### config.mk
export PLATFORM = sky130hd
export DESIGN_NAME = countdown_timer8
export DESIGN_NICKNAME = d
export VERILOG_FILES = /design/src/rtl/countdown_timer8.sv
export SDC_FILE = /design/constraint.sdc
export NUM_CORES = 1
export LEC_CHECK = 0
export BUFFER_PORTS_ARGS = -buffer_cell sky130_fd_sc_hd__buf_2
export CAP_MARGIN = 20
export CORE_MARGIN = 2
export CORE_UTILIZATION = 40
export DETAILED_ROUTE_END_ITERATION = 8
export PLACE_DENSITY_LB_ADDON = 0.15
export SLEW_MARGIN = 20
export SYNTH_ARGS = -nofsm -noshare
export SYNTH_HDL_FRONTEND = slang
export SYNTH_SLANG_ARGS = --single-unit
### constraint.sdc
create_clock -name clk -period 3.1 [get_ports clk]
set_input_delay 0.62 -clock clk [delete_from_list [all_inputs] [get_ports clk]]
set_output_delay 0.62 -clock clk [all_outputs]
set_load 0.1 [all_outputs]
### src/rtl/countdown_timer8.sv
// rtl/countdown_timer8.sv - prescaled 8-bit down-counting timer with one-shot and auto-reload modes
module countdown_timer8 #(
    parameter int WIDTH    = 8,
    parameter int PRESCALE = 50000000
) (
    input  logic             clk,
    input  logic             rst_n,
    input  logic             load,
    input  logic [WIDTH-1:0] load_val,
    input  logic             start,
    input  logic             pause,
    input  logic             clear,
    input  logic             reload_mode,
    output logic [WIDTH-1:0] count,
    output logic             running,
    output logic             expired,
    output logic             done_pulse
);

    localparam int PW = $clog2(PRESCALE);
    localparam logic [PW-1:0] LAST = PW'(PRESCALE - 1);

    localparam logic [1:0] S_IDLE  = 2'd0;
    localparam logic [1:0] S_RUN   = 2'd1;
    localparam logic [1:0] S_PAUSE = 2'd2;
    localparam logic [1:0] S_DONE  = 2'd3;

    logic [1:0]       state;
    logic [WIDTH-1:0] reload_val;
    logic [PW-1:0]    presc;
    logic             tick;
    logic             at_one;
    logic             at_zero;
    logic             tick_done;

    assign tick    = (state == S_RUN) && (presc == LAST);
    assign at_one  = (count == WIDTH'(1));
    assign at_zero = (count == '0);
    // A zero reached in RUN ends the run unless there is a nonzero value to reload.
    assign tick_done = tick && ((at_one && !reload_mode) ||
                                (at_zero && (!reload_mode || reload_val == '0)));

    always_ff @(posedge clk or negedge rst_n) begin
        if (!rst_n) begin
            count      <= '0;
            reload_val <= '0;
            presc      <= '0;
            state      <= S_IDLE;
            done_pulse <= 1'b0;
        end else begin
            done_pulse <= 1'b0;
            if (clear) begin
                count <= '0;
                presc <= '0;
                state <= S_IDLE;
            end else if (load) begin
                count      <= load_val;
                reload_val <= load_val;
                presc      <= '0;
                state      <= S_IDLE;
            end else if (start && ((state == S_IDLE && !at_zero) || state == S_PAUSE)) begin
                state <= S_RUN;
                if (state == S_IDLE) begin
                    presc <= '0;
                end
            end else if (state == S_RUN) begin
                if (tick) begin
                    presc <= '0;
                    if (at_zero) begin
                        if (!tick_done) begin
                            count <= reload_val;
                        end
                    end else begin
                        count <= count - 1'b1;
                        if (at_one) begin
                            done_pulse <= 1'b1;
                        end
                    end
                end else begin
                    presc <= presc + 1'b1;
                end
                // The edge that samples pause still completes its RUN cycle, then freezes.
                if (tick_done) begin
                    state <= S_DONE;
                end else if (pause) begin
                    state <= S_PAUSE;
                end
            end
        end
    end

    assign running = (state == S_RUN);
    assign expired = (state == S_DONE);

endmodule

==> metrics <==
total internal power 0.868 mW; vias per cell 6.14; final routed DRC violation total 0; post-route setup slack 358 ps; standby leakage power 1.24 nW; number of I/O port buffers 25; instance area after placement 2970 µm²; most frequent standard cell in the layout excluding fill and tap cells dfrtp_1; signal arrival time at the worst endpoint 2930 ps; wire length reported by the detailed router 7.57 mm; count of buffers added by post-CTS timing repair for setup 0; H-tree depth 2; number of enable-type register cells in the synthesized netlist 0; sequential-to-total area share from yosys stat 40.4%; Final period util 88.4%; cells taking the most area after synthesis dfrtp_1, nand3_1, mux2_2; initial detailed-routing violation count 137; Post-Syn Area per Cell 8.83 µm²; shortest clock period the worst path allows after layout 2740 ps; Setup TNS Final 0 ps; number of warnings reported in the yosys synthesis log 0; routed length per placed instance 18.2 µm; site row count 30; total power divided by cell area 435 nW/µm²; number of nets at the end of the flow 353; first drt pass iteration count 4; vias in the first global route 2,497; largest fanout on the critical path 7; Layout area overhead 9.56%; post-placement setup slack 423 ps; register area 1130 µm²; via count 2,548; Net Switching 0.462 mW; type of the worst setup path reg2reg; quantity of gates resized following cts 0; cell chosen for the clock root clkbuf_8; Global Route Usage Sum 21.4%; first-pass GRT wire length 12.8 mm; largest clock skew in the final design 8.31 ps; Core Box Area 6760 µm²; library cells used by synthesis 49; post-synthesis cell count 316; cell area after synthesis 2790 µm²; Routed Antenna Nets 0; commonest non-fill, non-tap cells in the layout dfrtp_1, nand3_1, buf_2; final setup violating endpoints 0; net switching share of the total power 34.7%; setup repair after global routing missed its margin false; max-cap violations 0; Worst VDD drop 311 µV; number of antenna cells inserted 0; portion of synthesized cell area occupied by the leading cell type 40.4%; number of antenna violations at the first check in global routing 0; final max-slew violation count 0; number of hold-slack violations in the final timing report 0; Total Power 1.33 mW; Post-Syn Nets 335; Die Y-Extent 87.5 µm; combined area of the multi-input logic cells 1540 µm²; clock buffer count from CTS 5; Max Buffers Root-to-Sink 2; portion of total power attributed to the clock network 26.6%; proportion of synthesized flip-flops having asynchronous set or reset 100%; number of primary I/O pins 26; number of fill cells 676; prevailing post-synth register cell dfrtp_1; crit path capture type register; ratio of cells with drive above 1 in the final layout 16.4%; routability congestion estimate 0.863; pin count of the biggest net entering global routing 46; part of the power in combinational logic 24.5%; cts-stage hold buffer count 0; register share of total power 49.0%; global-route congestion overflow total 0; worst hold slack after final layout 311 ps; die boundary width 87.5 µm; post-synth top area cell dfrtp_1; clock tree from TritonCTS done; number of clock sinks 45; slew at the pin with the worst max-slew slack 791 ps; fin area 3060 µm²; die outline area 7660 µm²; required arrival time at the worst endpoint 3290 ps; source-to-sink clock delay at the later pin of the worst-skew pair 300 ps; status complete, no violations; estimated wirelength of the detail-placed design 5.51 mm; CP Launch Type register; Slew HR 47.0%; Peak Freq 0.365 GHz; path class of the lowest-slack min-delay path in2async; Yosys reg bits 45; starting utilization of the core area 41.3%; clock transition time at the flip-flop clock pins of the worst setup and hold paths 80 ps
==> routing by layer <==
layer,up-vias,wire length (µm),GRT usage (%)
li1,1233,-,-
met1,1247,3480,28.4
met2,55,3730,35.4
met3,13,191,3.13
met4,0,166,7.97
met5,-,0,0
==> cell usage after synthesis (all sizes together) (6+ instances only) <==
cell	instances
a31oi	15
mux2	11
nor2	19
clkbuf	13
nor3	9
dfrtp	45
or4	7
nand2	22
o21ai	16
o211ai	6
a21oi	16
nor4	6
inv	14
nand3	28
nand4	12
a41oi	6
==> worst max-delay path: stages, from the launching register on <==
cell	delay [ps]
dfrtp_1	470
inv_1	140
ha_1	240
or3b_2	540
nor2_1	430
a211oi_4	180
nor2_2	270
mux2_2	370
==> cell families after synthesis <==
group	count (synthesis)	synth area share, %
buf+inv	32	4.53
mux	13	5.16
xor+xnor	3	0.942
flops	45	40.4
fa+ha+maj	4	1.79
simple gates	131	25.5
compound gates	88	21.7
==> sequential cells by signal, summed over array words and instances, names as in the netlist <==
| register | count |
|---|---|
| count | 8 |
| presc | 26 |
| state | 2 |
| reload_val | 8 |
| done_pulse | 1 |
==> power by group through the flow <==
stage                     logic, mW  clock network [mW]  registers, mW
final                         0.325               0.353          0.651
after global routing          0.353               0.402          0.656
after CTS                     0.326               0.372          0.651
after detailed placement      0.324                   0          0.662
after global placement        0.325                   0          0.661
after floorplan               0.164                   0          0.737
==> layout make-up <==
cell class,instances,share of cell area (%)
clock buffer,6,2.38
clock inverter,2,0.328
inverter,14,1.72
multi-input combinational,239,50.3
sequential,45,36.9
tap,80,3.28
timing repair buffer,29,5.16
==> final timing paths <==
kind	to	slack (ps)	depth (start not counted)	from
setup / recovery	count[1]	360	7	count[1]
hold / removal	presc[17]	310	1	rst_n
setup reg to reg	count[1]	360	7	count[1]
hold reg to reg	presc[6]	510	1	presc[6]
max in group asynchronous	presc[1]	2360	1	rst_n
min in group clk	presc[6]	510	1	presc[6]
==> metrics by stage <==
step / std cells / utilization [%]
after floorplan: 316 / -
after global placement: 407 / 44.0
after detailed placement: 407 / 44.0
after CTS: 415 / 45.2
after global routing: 415 / 45.2
final: 415 / 45.2
Power figures use the tool's default switching activity.
